`src/rtl/alu_pipe_pkg.sv`:
```
// alu_pipe_pkg: shared definitions for the registered ALU.
//   - OP_* : 4-bit opcode map carried on ctrl
//   - state_e : FSM state encoding of alu_pipe (IDLE, MUL, DONE)
package alu_pipe_pkg;

    localparam logic [3:0] OP_ADD  = 4'b0000;
    localparam logic [3:0] OP_SUB  = 4'b0001;
    localparam logic [3:0] OP_AND  = 4'b0010;
    localparam logic [3:0] OP_OR   = 4'b0011;
    localparam logic [3:0] OP_NOT  = 4'b0100;
    localparam logic [3:0] OP_XOR  = 4'b0101;
    localparam logic [3:0] OP_NOR  = 4'b0110;
    localparam logic [3:0] OP_SHL  = 4'b0111;
    localparam logic [3:0] OP_SHR  = 4'b1000;
    localparam logic [3:0] OP_SRA  = 4'b1001;
    localparam logic [3:0] OP_ROL  = 4'b1010;
    localparam logic [3:0] OP_ROR  = 4'b1011;
    localparam logic [3:0] OP_EQ   = 4'b1100;
    localparam logic [3:0] OP_MUL  = 4'b1101;

    typedef enum logic [1:0] {
        ST_IDLE = 2'd0,
        ST_MUL  = 2'd1,
        ST_DONE = 2'd2
    } state_e;

endpackage

```
`src/rtl/alu_pipe_mul.sv`:
```
// alu_pipe_mul: iterative unsigned shift-add multiplier, one partial
// product per cycle, WIDTH cycles per multiply.
//   clk, reset   : clock, synchronous active-high reset
//   start_i      : load a_i/b_i and begin (ignored while busy)
//   a_i, b_i     : unsigned operands
//   busy_o       : a multiply is in flight or its product is being held
//   done_o       : all WIDTH steps finished; product_o is final
//   product_o    : full 2*WIDTH-bit product
// done_o drops on the edge after it rises (the consumer takes the product then).
module alu_pipe_mul #(
    parameter int WIDTH = 8
) (
    input  logic               clk,
    input  logic               reset,
    input  logic               start_i,
    input  logic [WIDTH-1:0]   a_i,
    input  logic [WIDTH-1:0]   b_i,
    output logic               busy_o,
    output logic               done_o,
    output logic [2*WIDTH-1:0] product_o
);

    localparam int CW = $clog2(WIDTH + 1);
    localparam logic [CW-1:0] CNT_LAST = CW'(WIDTH);

    logic [2*WIDTH-1:0] mcand_q;
    logic [2*WIDTH-1:0] acc_q;
    logic [WIDTH-1:0]   mplier_q;
    logic [CW-1:0]      cnt_q;
    logic               busy_q;

    assign done_o    = busy_q && (cnt_q == CNT_LAST);
    assign busy_o    = busy_q;
    assign product_o = acc_q;

    always_ff @(posedge clk) begin
        if (reset) begin
            mcand_q  <= '0;
            acc_q    <= '0;
            mplier_q <= '0;
            cnt_q    <= '0;
            busy_q   <= 1'b0;
        end else if (start_i && !busy_q) begin
            mcand_q  <= {{WIDTH{1'b0}}, a_i};
            acc_q    <= '0;
            mplier_q <= b_i;
            cnt_q    <= '0;
            busy_q   <= 1'b1;
        end else if (done_o) begin
            busy_q   <= 1'b0;
        end else if (busy_q) begin
            // Add the shifted multiplicand when the current multiplier LSB is set.
            if (mplier_q[0]) begin
                acc_q <= acc_q + mcand_q;
            end
            mcand_q  <= mcand_q << 1;
            mplier_q <= mplier_q >> 1;
            cnt_q    <= cnt_q + CW'(1);
        end
    end

endmodule

```
`src/rtl/alu_pipe.sv`:
```
// alu_pipe: registered ALU with valid/ready input and output handshakes.
// Optional build macro: ALU_PIPE_MUL_EN enables opcode 1101 as an iterative
// unsigned multiply (WIDTH+1 cycles to result); when undefined 1101 yields 0.
//   clk, reset          : clock, synchronous active-high reset
//   in_valid / in_ready : operand handshake
//   ctrl, x, y          : opcode and operands, sampled on the accepting edge
//   out_valid/out_ready : result handshake
//   out, carry, overflow, zero : registered result and flags
//   state_o             : current FSM state (debug)
// Handshake: a transfer happens on a rising edge where valid & ready are both
// high; the producer holds its payload stable while valid is high and not yet
// taken, and the result register holds out/flags stable until taken.
module alu_pipe
    import alu_pipe_pkg::*;
#(
    parameter int WIDTH = 8
) (
    input  logic             clk,
    input  logic             reset,
    input  logic             in_valid,
    output logic             in_ready,
    input  logic [3:0]       ctrl,
    input  logic [WIDTH-1:0] x,
    input  logic [WIDTH-1:0] y,
    output logic             out_valid,
    input  logic             out_ready,
    output logic [WIDTH-1:0] out,
    output logic             carry,
    output logic             overflow,
    output logic             zero,
    output state_e           state_o
);

    localparam int SW = $clog2(WIDTH);

    // Single-cycle operations; returns {carry, overflow, result}.
    function automatic logic [WIDTH+1:0] alu_op(input logic [3:0] op,
                                                input logic [WIDTH-1:0] a,
                                                input logic [WIDTH-1:0] b);
        logic [WIDTH:0]   ae;
        logic [WIDTH:0]   be;
        logic [WIDTH:0]   s;
        logic [WIDTH-1:0] r;
        logic             c;
        logic             v;
        ae = {a[WIDTH-1], a};
        be = {b[WIDTH-1], b};
        s  = '0;
        r  = '0;
        c  = 1'b0;
        v  = 1'b0;
        case (op)
            OP_ADD: begin
                s = ae + be;
                r = s[WIDTH-1:0];
                c = s[WIDTH];
                v = (a[WIDTH-1] == b[WIDTH-1]) && (s[WIDTH-1] != a[WIDTH-1]);
            end
            OP_SUB: begin
                s = ae - be;
                r = s[WIDTH-1:0];
                c = s[WIDTH];
                // Sign of -y is the inverse of sign(y).
                v = (a[WIDTH-1] != b[WIDTH-1]) && (s[WIDTH-1] != a[WIDTH-1]);
            end
            OP_AND: r = a & b;
            OP_OR:  r = a | b;
            OP_NOT: r = ~a;
            OP_XOR: r = a ^ b;
            OP_NOR: r = ~(a | b);
            OP_SHL: r = b << a[SW-1:0];
            OP_SHR: r = b >> a[SW-1:0];
            OP_SRA: r = {a[WIDTH-1], a[WIDTH-1:1]};
            OP_ROL: r = {a[WIDTH-2:0], a[WIDTH-1]};
            OP_ROR: r = {a[0], a[WIDTH-1:1]};
            OP_EQ:  r[0] = (a == b);
            default: r = '0;
        endcase
        return {c, v, r};
    endfunction

    state_e           state_q, state_d;
    logic [WIDTH-1:0] out_q, out_d;
    logic             carry_q, carry_d;
    logic             ovf_q, ovf_d;
    logic             zero_q, zero_d;
    logic             accept;
    logic             mul_start;
    logic [WIDTH+1:0] res;

`ifdef ALU_PIPE_MUL_EN
    logic               mul_busy;
    logic               mul_done;
    logic [2*WIDTH-1:0] mul_prod;

    alu_pipe_mul #(.WIDTH(WIDTH)) u_mul (
        .clk       (clk),
        .reset     (reset),
        .start_i   (mul_start),
        .a_i       (x),
        .b_i       (y),
        .busy_o    (mul_busy),
        .done_o    (mul_done),
        .product_o (mul_prod)
    );
`endif

    assign res    = alu_op(ctrl, x, y);
    assign accept = in_valid && in_ready;

    always_comb begin
        state_d   = state_q;
        out_d     = out_q;
        carry_d   = carry_q;
        ovf_d     = ovf_q;
        zero_d    = zero_q;
        mul_start = 1'b0;
        in_ready  = 1'b0;
        case (state_q)
            ST_IDLE, ST_DONE: begin
                // In DONE a new op may enter only on the edge the result leaves.
                in_ready = (state_q == ST_IDLE) ? 1'b1 : out_ready;
                if (state_q == ST_DONE && out_ready) begin
                    state_d = ST_IDLE;
                end
                if (accept) begin
`ifdef ALU_PIPE_MUL_EN
                    if (ctrl == OP_MUL) begin
                        mul_start = 1'b1;
                        state_d   = ST_MUL;
                    end else
`endif
                    begin
                        {carry_d, ovf_d, out_d} = res;
                        zero_d  = (res[WIDTH-1:0] == '0);
                        state_d = ST_DONE;
                    end
                end
            end
`ifdef ALU_PIPE_MUL_EN
            ST_MUL: begin
                if (mul_done) begin
                    out_d   = mul_prod[WIDTH-1:0];
                    carry_d = |mul_prod[2*WIDTH-1:WIDTH];
                    ovf_d   = 1'b0;
                    zero_d  = (mul_prod[WIDTH-1:0] == '0);
                    state_d = ST_DONE;
                end else if (!mul_busy) begin
                    // Multiplier lost its operation; recover rather than hang.
                    state_d = ST_IDLE;
                end
            end
`endif
            default: state_d = ST_IDLE;
        endcase
    end

    always_ff @(posedge clk) begin
        if (reset) begin
            state_q <= ST_IDLE;
            out_q   <= '0;
            carry_q <= 1'b0;
            ovf_q   <= 1'b0;
            zero_q  <= 1'b1;
        end else begin
            state_q <= state_d;
            out_q   <= out_d;
            carry_q <= carry_d;
            ovf_q   <= ovf_d;
            zero_q  <= zero_d;
        end
    end

    assign out_valid = (state_q == ST_DONE);
    assign out       = out_q;
    assign carry     = carry_q;
    assign overflow  = ovf_q;
    assign zero      = zero_q;
    assign state_o   = state_q;

endmodule

```
`config.mk`:
```
export PLATFORM = sky130hd
export DESIGN_NAME = alu_pipe
export DESIGN_NICKNAME = d
export VERILOG_FILES = /design/src/rtl/alu_pipe_pkg.sv /design/src/rtl/alu_pipe_mul.sv /design/src/rtl/alu_pipe.sv
export SDC_FILE = /design/constraint.sdc
export NUM_CORES = 1
export LEC_CHECK = 0
export BUFFER_PORTS_ARGS = -buffer_cell sky130_fd_sc_hd__buf_2
export CORE_ASPECT_RATIO = 1.5
export CORE_UTILIZATION = 30
export CTS_CLUSTER_SIZE = 40
export DETAILED_ROUTE_END_ITERATION = 8
export GPL_ROUTABILITY_DRIVEN = 0
export PLACE_DENSITY = 0.48
export SYNTH_ARGS = -nofsm -noshare
export SYNTH_HDL_FRONTEND = slang
export SYNTH_SLANG_ARGS = --single-unit
```
`constraint.sdc`:
```
create_clock -name clk -period 2.85 [get_ports clk]
set_input_delay 0 -clock clk [delete_from_list [all_inputs] [get_ports clk]]
set_output_delay 0 -clock clk [all_outputs]
set_load 0.01 [all_outputs]
```
Word-level counts from Yosys, hierarchy flattened
Cells that the tools add are included.

word-level totals
  bits of input ports = 24
  logic and storage cells = 52
  register bits after elaboration = 12
  output and inout port bits = 15

operators by class
  add/sub/neg operators = 2
  reductions and logical operators = 12
  shift-type cells = 2
  multiplexer cells = 8
  bitwise operators = 6
  equality and inequality tests = 17

operators with widths
  cell                count
  $pmux 7 s12         1
  $eq 4x4->1 const B  5
  $eq 4x3->1 const B  4
  $not 8->8           2
  $pmux 1 s12         1
  $add 8x8->9         1
  $sub 8x8->9         1
  $and 8x8->8         1
  $eq 4x2->1 const B  2
  $eq 8x8->1          1
  $logic_not 8->1     1
  $or 8x8->8          1
  $shl 8x3->8         1
  $shr 8x3->8         1
  $xor 8x8->8         1
  $reduce_or 2->1     3
  $eq 4x1->1 const B  1
  $logic_and 1x1->1   4
  $logic_not 4->1     1
  $mux 2              2
  $pmux 1 s2          2
  $ne 1x1->1          3
  $logic_not 2->1     1
  $mux 1              2
  other kinds (4)     4

Longest topological paths before layout
Gate-level depths: netlist of the first run.

  word-level depth = 5
  gate-level depth with buffers = 11
  mapped depth without buffers = 10

Least setup slack after synthesis of the first run
OpenSTA, ideal clock, no wires.

  kind = input to register
  from = in x[1]
  to = reg zero_q (netlist: zero)
  setup time = 59 ps
  cell stages on the path = 11
  arrival time = 2237 ps
  path buffers = 2
  slack = 554 ps
  required time = 2791 ps
  path through = buf_2 -> buf_2 -> inv_1 -> ha_1 -> a21oi_1 -> o21bai_1 -> xnor2_1 -> a22o_1 -> or4_4 -> nor3_2 -> a31o_1

on the way
  word-level cells in the longest chain between the ends = 4
  elaborated cells on any way between the ends = 13
  those cells by class = 2 x add/sub; 1 x eq/ne; 2 x shift; 2 x mux; 5 x bitwise; 1 x reduce/logical

ends and longest elaborated chain
  what                                                 RTL line         text
  from (decl)                                          alu_pipe.sv:23   input logic [WIDTH-1:0] x,
  branches (longest 3 deep; another with $sub 8x8->9)  n/a
  $logic_not 8->1 *                                    alu_pipe.sv:135  zero_d = (res[WIDTH-1:0] == '0);
  to (signal assigned)                                 alu_pipe.sv:170  zero_q <= zero_d;
  to (decl)                                            alu_pipe.sv:86   logic zero_q, zero_d;

Every way passes the cells marked *.
A chain may end at the register's enable or synchronous reset.

Final worst setup path of the first run
  from = in x[2]
  to = reg zero_q (netlist: zero)

Same word-level chain as after synthesis.

==> flow_metrics.tcl, run 1 <==
set metrics [dict create \
    outcome "finished, final reports clean" \
    avgRoutedWirePerCell_um 19.5 \
    grt_antenna_before_repair 0 \
    synth.distinct_cells 66 \
    cts.path.max_buffers 2 \
    core-area_um2 8360 \
    globalRoute.totalOverflow 0 \
    synthTopCellsByArea "ha_1 13%, dfxtp_1 9.3%, mux4_2 4.4%" \
    fp.dieH_um 115 \
    synth-seq-cells 12 \
    synth_largest_area_cell "ha_1" \
    end_kind "flip-flop" \
    fillCellCount 919 \
    io_pins 39 \
    drive_gt1_share_pct 18.8 \
    switching_power_mw 0.344 \
    viasPerCell 5.83 \
    ys_seq_area_share_pct 9.32 \
    arrival_ns 2.51 \
    drv_slew 0 \
    layout_min_cycle_time_ns 2.33 \
    hold_violations 0 \
    tightest_slew_ns 0.723 \
    nets 410 \
    final.setup_skew_ns 0.000572 \
    cts_buffers 3 \
    ys_async_sr_fraction_pct 0 \
    portBuffers 37 \
    p_int_mw 0.542 \
    critPathKind "input port to flip-flop" \
    min_period_over_period_pct 81.7 \
    drt_iter0_markers 220 \
    fmax_mhz 429 \
    antenna_left 0 \
    ctsHoldBuffers 0 \
    crit_fanout 13 \
    p_per_area_nw_per_um2 308 \
    grt_usage_pct 20.8 \
    cp_cell_sequence "buf_2 > inv_1 > ha_1 > o21bai_1 > a21oi_1 > o22ai_1 > o21ai_0 > nand4_1 > nor3_2 > a31o_1" \
    cpPeakStageDelay_ns 0.52 \
    syn-num-nets 389 \
    cts_max_level 1 \
    peakVddDrop_mv 0.264 \
    cts_post_setup_buffers_inserted 0 \
    num_rows 41 \
    setup_viol 0 \
    synth_area_um2 2580 \
    switching_share_pct 38.8 \
    max_slew_margin_pct 51.4 \
    dieArea_um2 8970 \
    yosys_warnings 0 \
    area_growth_pct 11.7 \
    comb_power_share_pct 50.5 \
    maxCapViolations 0 \
    drt-pass1-iter-count 4 \
    fin_cells 463 \
    clk_latency_ns 0.24 \
    crit_path_start_kind "input port" \
    leakage_nw 1.25 \
    synth_ff_type "dfxtp_1" \
    syn_inst 337 \
    cp_data_required_time_ns 3.03 \
    initial_core_util_pct 30.8 \
    hold_path_class "input port to flip-flop" \
    final.setup.tns_ns 0 \
    dp_cells 460 \
    cts_root_buf "clkbuf_16" \
    antenna-diode-count 0 \
    power_frac_clock_pct 28.2 \
    die_x_um 77.7 \
    post-dp-hpwl_um 7340 \
    clk_pin_slew_ns 0.04 \
    num_vias 2699 \
    cp_slowest_cell "ha_1" \
    first_global_vias 2645 \
    synth-edff-count 0 \
    drt-total-wl_um 9020 \
    grt_pass1_wl_um 14400 \
    seq_power_share_pct 21.4 \
    rsz0062_at_grt "no" \
    cts_tree "built" \
    cts_sinks 12 \
    synth_top_area_share_pct 12.6 \
    drc 0 \
    grt_max_degree 28 \
    cts-resized-gates 0 \
    synth.avg_cell_area_um2 7.64 \
]
==> kinds of logic (layout without fill, tap and decap cells) <==
kind of cell / count (synthesis) / in the layout / synth area share (%)
flops: 12 / 12 / 9.32
xor+xnor: 5 / 5 / 1.70
compound gates: 100 / 100 / 28.2
fa+ha+maj: 28 / 28 / 14.2
other cells: 1 / 1 / 0.146
buf+inv: 55 / 74 / 9.86
mux: 20 / 20 / 12.4
simple gates: 116 / 116 / 24.1
==> stage by stage <==
step | setup WS, ns | cell area, um2 | hold slack (ns) | power [mW] | util (%)
2_1_floorplan | 0.554 | 2580 | 0.0793 | 0.497 | -
3_3_place_gp | 0.409 | 2800 | 0.259 | 0.636 | 33.5
3_5_place_dp | 0.387 | 2800 | 0.259 | 0.634 | 33.5
4_1_cts | 0.628 | 2880 | 0.0131 | 0.886 | 34.4
5_1_grt | 0.335 | 2880 | 0.0388 | 0.946 | 34.4
6_report | 0.522 | 2880 | 0.0139 | 0.885 | 34.4
==> critical path, delay by kind of cell <==
kind / cells / cell delay, ns
compound gates: 5 / 1.17
simple gates: 2 / 0.37
buf+inv: 2 / 0.45
fa+ha+maj: 1 / 0.52
==> layout by cell type, fill, tap and decap left out, types with 3 or more instances in the layout <==
master	count
xnor2_1	5
nand2_1	23
a2bb2oi_1	4
a21o_1	3
o211ai_1	9
o21bai_1	5
buf_4	9
a22oi_1	5
nand2b_1	7
clkbuf_16	3
nor4_1	5
mux2i_1	5
nor2_1	29
buf_2	37
nor3b_1	8
a221oi_1	4
nand3_1	8
a21oi_1	17
nor2b_1	6
dfxtp_1	12
nor3_1	11
mux4_2	5
inv_1	25
a211oi_1	9
mux4_1	3
o21ai_0	9
o22ai_1	7
mux2_2	5
nand4_1	4
ha_1	26
==> registers in the layout (all words and copies together) (netlist names) <==
name / flops
carry: 1
out: 8
overflow: 1
state_o: 1
zero: 1
==> synth_stat cells, drive strengths merged (6+ instances only) <==
cell    number
ha          26
nor3        12
nand3        8
nor2b        6
nor3b        8
o22ai        7
a21oi       17
nor2        29
o21ai       11
clkbuf       9
nand2b       7
nor4         6
mux4         8
o211ai       9
a211oi       9
mux2         7
dfxtp       12
nand2       23
buf         21
inv         25
==> layer usage <==
metal,global-route usage [%],wire [um],up-vias
met5,0,0,-
met4,12.7,544,0
met3,1.65,399,32
met2,38.6,4640,108
met1,22.8,3440,1260
li1,-,-,1299
==> final cells by class <==
class,instances,area (um2),share of cell area (%)
clock buffer,3,75.1,2.61
inverter,25,93.8,3.26
multi-input combinational,270,2080,72.3
sequential,12,240,8.35
tap,107,134,4.65
timing repair buffer,46,253,8.78
==> power groups by stage <==
stage / combinational, mW / clock (mW) / sequential (mW)
finish: 0.447 / 0.250 / 0.189
global route: 0.490 / 0.265 / 0.191
CTS: 0.443 / 0.254 / 0.189
detailed placement: 0.442 / 0 / 0.192
global placement: 0.445 / 0 / 0.191
floorplan: 0.299 / 0 / 0.199
==> final timing paths <==
check	startpoint	end	slack, ns	cells after the start
max	x[2]	zero	0.52	10
min	in_valid	state_o[1]	0.01	3
max reg2reg	state_o[1]	zero	1.03	8
min reg2reg	overflow	overflow	0.45	2
Power figures use the tool's default switching activity.
==> run 2: changes to the inputs <==
--- a/config.mk
+++ b/config.mk
@@ -5,13 +5,14 @@
 export SDC_FILE = /design/constraint.sdc
 export NUM_CORES = 1
 export LEC_CHECK = 0
+export ABC_AREA = 1
 export BUFFER_PORTS_ARGS = -buffer_cell sky130_fd_sc_hd__buf_2
 export CORE_ASPECT_RATIO = 1.5
 export CORE_UTILIZATION = 30
 export CTS_CLUSTER_SIZE = 40
 export DETAILED_ROUTE_END_ITERATION = 8
 export GPL_ROUTABILITY_DRIVEN = 0
-export PLACE_DENSITY = 0.48
+export PLACE_DENSITY = 0.49
 export SYNTH_ARGS = -nofsm -noshare
 export SYNTH_HDL_FRONTEND = slang
 export SYNTH_SLANG_ARGS = --single-unit
==> constraint.sdc (replaced) <==
create_clock -name clk -period 2.4 [get_ports clk]
set_input_delay 0 -clock clk [delete_from_list [all_inputs] [get_ports clk]]
set_output_delay 0 -clock clk [all_outputs]
set_load 0.01 [all_outputs]
==> run 2 against run 1 <==
Effect of this change:
- worst setup slack worse by 0.16 ns
- count of clock-buffer cells in the layout increased by 1
- flip-flop and latch count unchanged
- critical path type unchanged
- cell area rose by 1.5%
==> flow_metrics.tcl, run 2 <==
set metrics [dict create \
    die_x_um 77.1 \
    fp.dieH_um 115 \
    core-area_um2 8110 \
    portBuffers 37 \
    arrival_ns 2.21 \
    total_power_mw 1.04 \
    clk_pin_slew_ns 0.04 \
    drt-pass1-iter-count 5 \
    cts_sinks 12 \
    crit_path_start_kind "input port" \
    maxCapViolations 0 \
    post-dp-hpwl_um 8080 \
    fin_util_pct 36.0 \
    stdcell_area_um2 2920 \
    clk_latency_ns 0.23 \
    antenna-diode-count 0 \
    ys_async_sr_fraction_pct 0 \
    synth.most_common_cell "nand2_1" \
    tightest_slew_ns 0.723 \
    grt_max_degree 20 \
    drive_gt1_share_pct 10.8 \
    synth-edff-count 0 \
    rsz0062_at_grt "no" \
    num_rows 40 \
    syn-num-nets 538 \
    fmax_mhz 492 \
    num_vias 3222 \
    synth_largest_area_cell "nand2_1" \
    dpl_cell_area_um2 2830 \
    final_common_cell "nand2_1" \
    synth_ff_type "dfxtp_1" \
    grt_pass1_wl_um 15500 \
    grt_usage_pct 22.7 \
    cts_root_buf "clkbuf_16" \
    critPathKind "input port to flip-flop" \
    hold_path_class "input port to flip-flop" \
    drt-total-wl_um 9810 \
    drc 0 \
    synth-seq-cells 12 \
    final_cell_mix "171 x nand2_1, 72 x nand3_1, 66 x nor2_1" \
    initial_core_util_pct 31.3 \
    antenna_left 0 \
    final.setup.tns_ns 0 \
    cts_post_setup_buffers_inserted 0 \
    outcome "finished, final reports clean" \
    syn_inst 486 \
    layout_min_cycle_time_ns 2.03 \
    dieArea_um2 8840 \
    worst_r2r_path_depth 6 \
    synth.distinct_cells 28 \
    drv_slew 0 \
    crit_fanout 13 \
    hold_violations 0 \
    first_global_vias 3037 \
    peakVddDrop_mv 0.289 \
    avgRoutedWirePerCell_um 15.7 \
    cts.path.max_buffers 2 \
    drt_iter0_markers 253 \
    globalRoute.totalOverflow 0 \
    synth_area_um2 2540 \
    synth_top_area_share_pct 25.3 \
    yosys_warnings 0 \
    area_growth_pct 15.1 \
    synthTopCellsByCount "171 x nand2_1, 72 x nand3_1, 66 x nor2_1" \
    leakage_nw 1.64 \
    max_slew_margin_pct 51.6 \
    setup_viol 0 \
    viasPerCell 5.16 \
    cts_max_level 1 \
    final.setup_skew_ns 0.00140 \
    nets 573 \
    cp_data_required_time_ns 2.58 \
    min_path_cells 2 \
    cts_buffers 3 \
    io_pins 39 \
    grt_antenna_before_repair 0 \
    ctsHoldBuffers 0 \
    p_per_area_nw_per_um2 357 \
    synthTopCellsByArea "nand2_1 25%, nand3_1 14%, ha_1 13%" \
    end_kind "flip-flop" \
    cts_tree "built" \
    cts-resized-gates 0 \
    min_period_over_period_pct 84.7 \
    synth.avg_cell_area_um2 5.22 \
    largest_reg_flops 8 \
    ys_seq_area_share_pct 9.47 \
]
[run 2: cell count changes after synthesis, moves of 6 or more]
| cell | before | now |
|---|---|---|
| nand3_1 | 8 | 72 |
| a211oi_1 | 9 | 0 |
| inv_1 | 25 | 53 |
| nor3b_1 | 8 | 0 |
| buf_2 | 14 | 8 |
| nor2b_1 | 6 | 0 |
| nor2_1 | 29 | 66 |
| nand2b_1 | 7 | 0 |
| o22ai_1 | 7 | 0 |
| o21ai_0 | 9 | 15 |
| nand2_1 | 23 | 171 |
| clkbuf_1 | 9 | 2 |
[run 2: kinds of logic (layout without fill, tap and decap cells)]
| kind of cell | count (synthesis) | in the layout | synth area share, % |
|---|---|---|---|
| other cells | 1 | 1 | 0.148 |
| buf+inv | 72 | 106 | 11.5 |
| xor+xnor | 2 | 2 | 0.690 |
| fa+ha+maj | 28 | 28 | 14.4 |
| compound gates | 42 | 42 | 9.42 |
| flops | 12 | 12 | 9.47 |
| simple gates | 329 | 329 | 54.4 |
[run 2: cell type report]
class	instances	area [um2]
fill	976	5190
multi-input combinational	402	2010
sequential	12	240
timing repair buffer	44	238
inverter	58	218
tap	105	131
clock buffer	4	88.8
[run 2: path summary, 6_finish.rpt]
kind,start,to,slack [ns]
hold / removal,reset,state_o[1],0.005
hold reg to reg,zero,zero,0.49
setup reg to reg,state_o[1],out[4],1.08
setup / recovery,x[0],zero,0.37
[run 2: power breakdown]
part | switching, mW | leakage, nW | internal [mW]
registers | 0.00840 | 0.0995 | 0.217
clock network | 0.0793 | 0.0442 | 0.251
logic | 0.331 | 1.50 | 0.156
total | 0.419 | 1.64 | 0.624
[run 2: per-stage QoR]
step	hold WS, ns	std cells	setup WS [ns]
2_1_floorplan	0.0691	486	0.504
3_5_place_dp	0.257	621	0.172
5_1_grt	0.0215	625	0.291
4_1_cts	0.0113	625	0.401
6_report	0.00549	625	0.366
3_3_place_gp	0.245	621	0.133
[run 2: routing by layer]
layer	track usage [%]	wire, um	vias up
met3	1.12	355	41
met5	0	0	-
li1	-	-	1617
met2	42.8	4960	124
met1	25.1	3830	1440
met4	13.1	657	0
[run 2: critical path: stages]
cell,delay (ns)
buf_2,0.11
buf_4,0.18
ha_1,0.25
fa_1,0.43
xor2_1,0.18
nand2_1,0.06
nand2_1,0.05
nor3_1,0.33
nand3_1,0.22
nor2_1,0.15
nand2_1,0.06
nor2_1,0.09
nand2_1,0.05
nand2_1,0.05
==> run 3: changes to the inputs <==
==> constraint.sdc (replaced) <==
create_clock -name clk -period 2.1 [get_ports clk]
set_input_delay 0 -clock clk [delete_from_list [all_inputs] [get_ports clk]]
set_output_delay 0 -clock clk [all_outputs]
set_load 0.01 [all_outputs]
==> run 3 against run 2 <==
Effect of this change:
- worst setup slack lost 0.026 ns
- utilization grew 1.0 points
- register-to-register slack lost 0.30 ns
- first-iteration DRC count shrank 13%
- wire length grew 0.45%
- clock power grew 18%
- total power grew 17%
- hold slack gained 0.052 ns
- sequential share of layout area shrank 0.23 points
- die area is the same
- critical endpoint is now out[6]
- largest power group unchanged
==> flow_metrics.tcl, run 3 (synthesis results as in run 2) <==
set metrics [dict create \
    outcome "finished, final reports clean" \
    portBuffers 37 \
    cts_root_buf "clkbuf_16" \
    fin_ws_ns 0.341 \
    grt_pass1_wl_um 15600 \
    num_vias 3266 \
    fin_cells 636 \
    first_global_vias 3195 \
    max_slew_margin_pct 63.7 \
    maxCapViolations 0 \
    arrival_ns 1.89 \
    cpPeakStageDelay_ns 0.38 \
    p_per_area_nw_per_um2 405 \
    area_growth_pct 18.5 \
    clk_latency_ns 0.24 \
    drt-total-wl_um 9850 \
    drive_gt1_share_pct 12.4 \
    cts-resized-gates 0 \
    clk_pin_slew_ns 0.04 \
    crit_fanout 3 \
    drt-pass1-iter-count 5 \
    initial_core_util_pct 31.3 \
    nets 584 \
    grt_use_met2_pct 41.4 \
    drv_slew 0 \
    final_cell_mix "171 x nand2_1, 72 x nand3_1, 66 x nor2_1" \
    grt_max_degree 18 \
    cp_data_required_time_ns 2.23 \
    setup_viol 0 \
    peakVddDrop_mv 0.359 \
    leakage_nw 1.70 \
    final.setup.tns_ns 0 \
    antenna-diode-count 0 \
    critPathKind "input port to flip-flop" \
    hold_violations 0 \
    final_common_cell "nand2_1" \
    min_period_over_period_pct 83.8 \
    switching_share_pct 40.3 \
    drt_iter0_markers 220 \
    antenna_left 0 \
    viasPerCell 5.14 \
    fp.dieH_um 115 \
    core-area_um2 8110 \
    grtUsageMet1_pct 23.3 \
    cts_buffers 3 \
    tightest_slew_ns 0.542 \
    io_pins 39 \
    ctsHoldBuffers 1 \
    cts.path.max_buffers 2 \
    power_frac_clock_pct 32.0 \
    met3_usage_pct 1.75 \
    grt_usage_pct 22.9 \
    rsz0062_at_grt "no" \
    hold_path_class "input port to flip-flop" \
    post-dp-hpwl_um 8270 \
    fmax_mhz 568 \
    whs_ns 0.0571 \
    end_kind "flip-flop" \
    largest_reg_flops 8 \
    seq_power_share_pct 21.1 \
    dieArea_um2 8840 \
    cts_sinks 12 \
    grt_antenna_before_repair 0 \
    drc 0 \
    dp_cells 631 \
    cts_post_setup_buffers_inserted 0 \
    avgRoutedWirePerCell_um 15.5 \
    cp_slowest_cell "fa_1" \
    place_ws_ns 0.0805 \
    layout_min_cycle_time_ns 1.76 \
    cts_tree "built" \
    switching_power_mw 0.492 \
    crit_path_start_kind "input port" \
    cp_common_cell "nand2_1" \
    comb_power_share_pct 46.9 \
    num_rows 40 \
    cts_max_level 1 \
    p_int_mw 0.727 \
    die_x_um 77.1 \
    top_usage_layer "met2" \
    final.setup_skew_ns 0.00150 \
    cp_cell_sequence "buf_2 > clkinv_1 > ha_1 > fa_1 > inv_1 > nand2_1 > nand2_1 > nand2_1 > o21ai_0 > nand2_1 > nand2_1 > nor2_1 > nor2_1 > nand2_1 > o211ai_1 > inv_1" \
    globalRoute.totalOverflow 0 \
]
-- run 3: cell types whose count changed in the layout (fill, tap and decap cells not counted), sizes merged --
cell,before,now
dlygate4sd3,0,1
buf,44,54
-- run 3: per-stage QoR --
stage	instance area (um2)	utilization, %	power [mW]
after floorplan	2540	-	0.623
after global placement	2910	35.9	0.825
after global routing	3010	37.1	1.31
after CTS	3010	37.1	1.22
final	3010	37.1	1.22
after detailed placement	2910	35.9	0.823
-- run 3: path summary, 6_finish.rpt --
kind | from | to | slack, ns | depth (start not counted)
worst max-delay path | x[0] | out[6] | 0.34 | 16
worst min-delay path | out_ready | state_o[1] | 0.06 | 4
worst max register to register | state_o[1] | out[1] | 0.78 | 6
worst min register to register | zero | zero | 0.49 | 2
-- run 3: routing by layer --
layer,wire (um),vias up
met4,895,0
li1,-,1638
met3,441,50
met2,4810,129
met5,0,-
met1,3710,1449
-- run 3: cell type report --
class,instances,area (um2)
clock buffer,4,88.8
fill,953,5100
inverter,58,218
multi-input combinational,402,2010
sequential,12,240
tap,105,131
timing repair buffer,55,323
-- run 3: critical path: cells and delay by family --
family | cells | cell delay (ns)
and+or+nand+nor | 8 | 0.66
buffers and inverters | 4 | 0.30
AOI/OAI and AO/OA | 2 | 0.34
adders and majority gates | 2 | 0.59
-- run 3: power by group through the flow --
stage | clock [mW] | sequential (mW) | combinational [mW]
6_report | 0.390 | 0.258 | 0.571
5_1_grt | 0.411 | 0.260 | 0.640
4_1_cts | 0.399 | 0.258 | 0.565
3_5_place_dp | 0 | 0.262 | 0.561
3_3_place_gp | 0 | 0.262 | 0.564
2_1_floorplan | 0 | 0.271 | 0.352
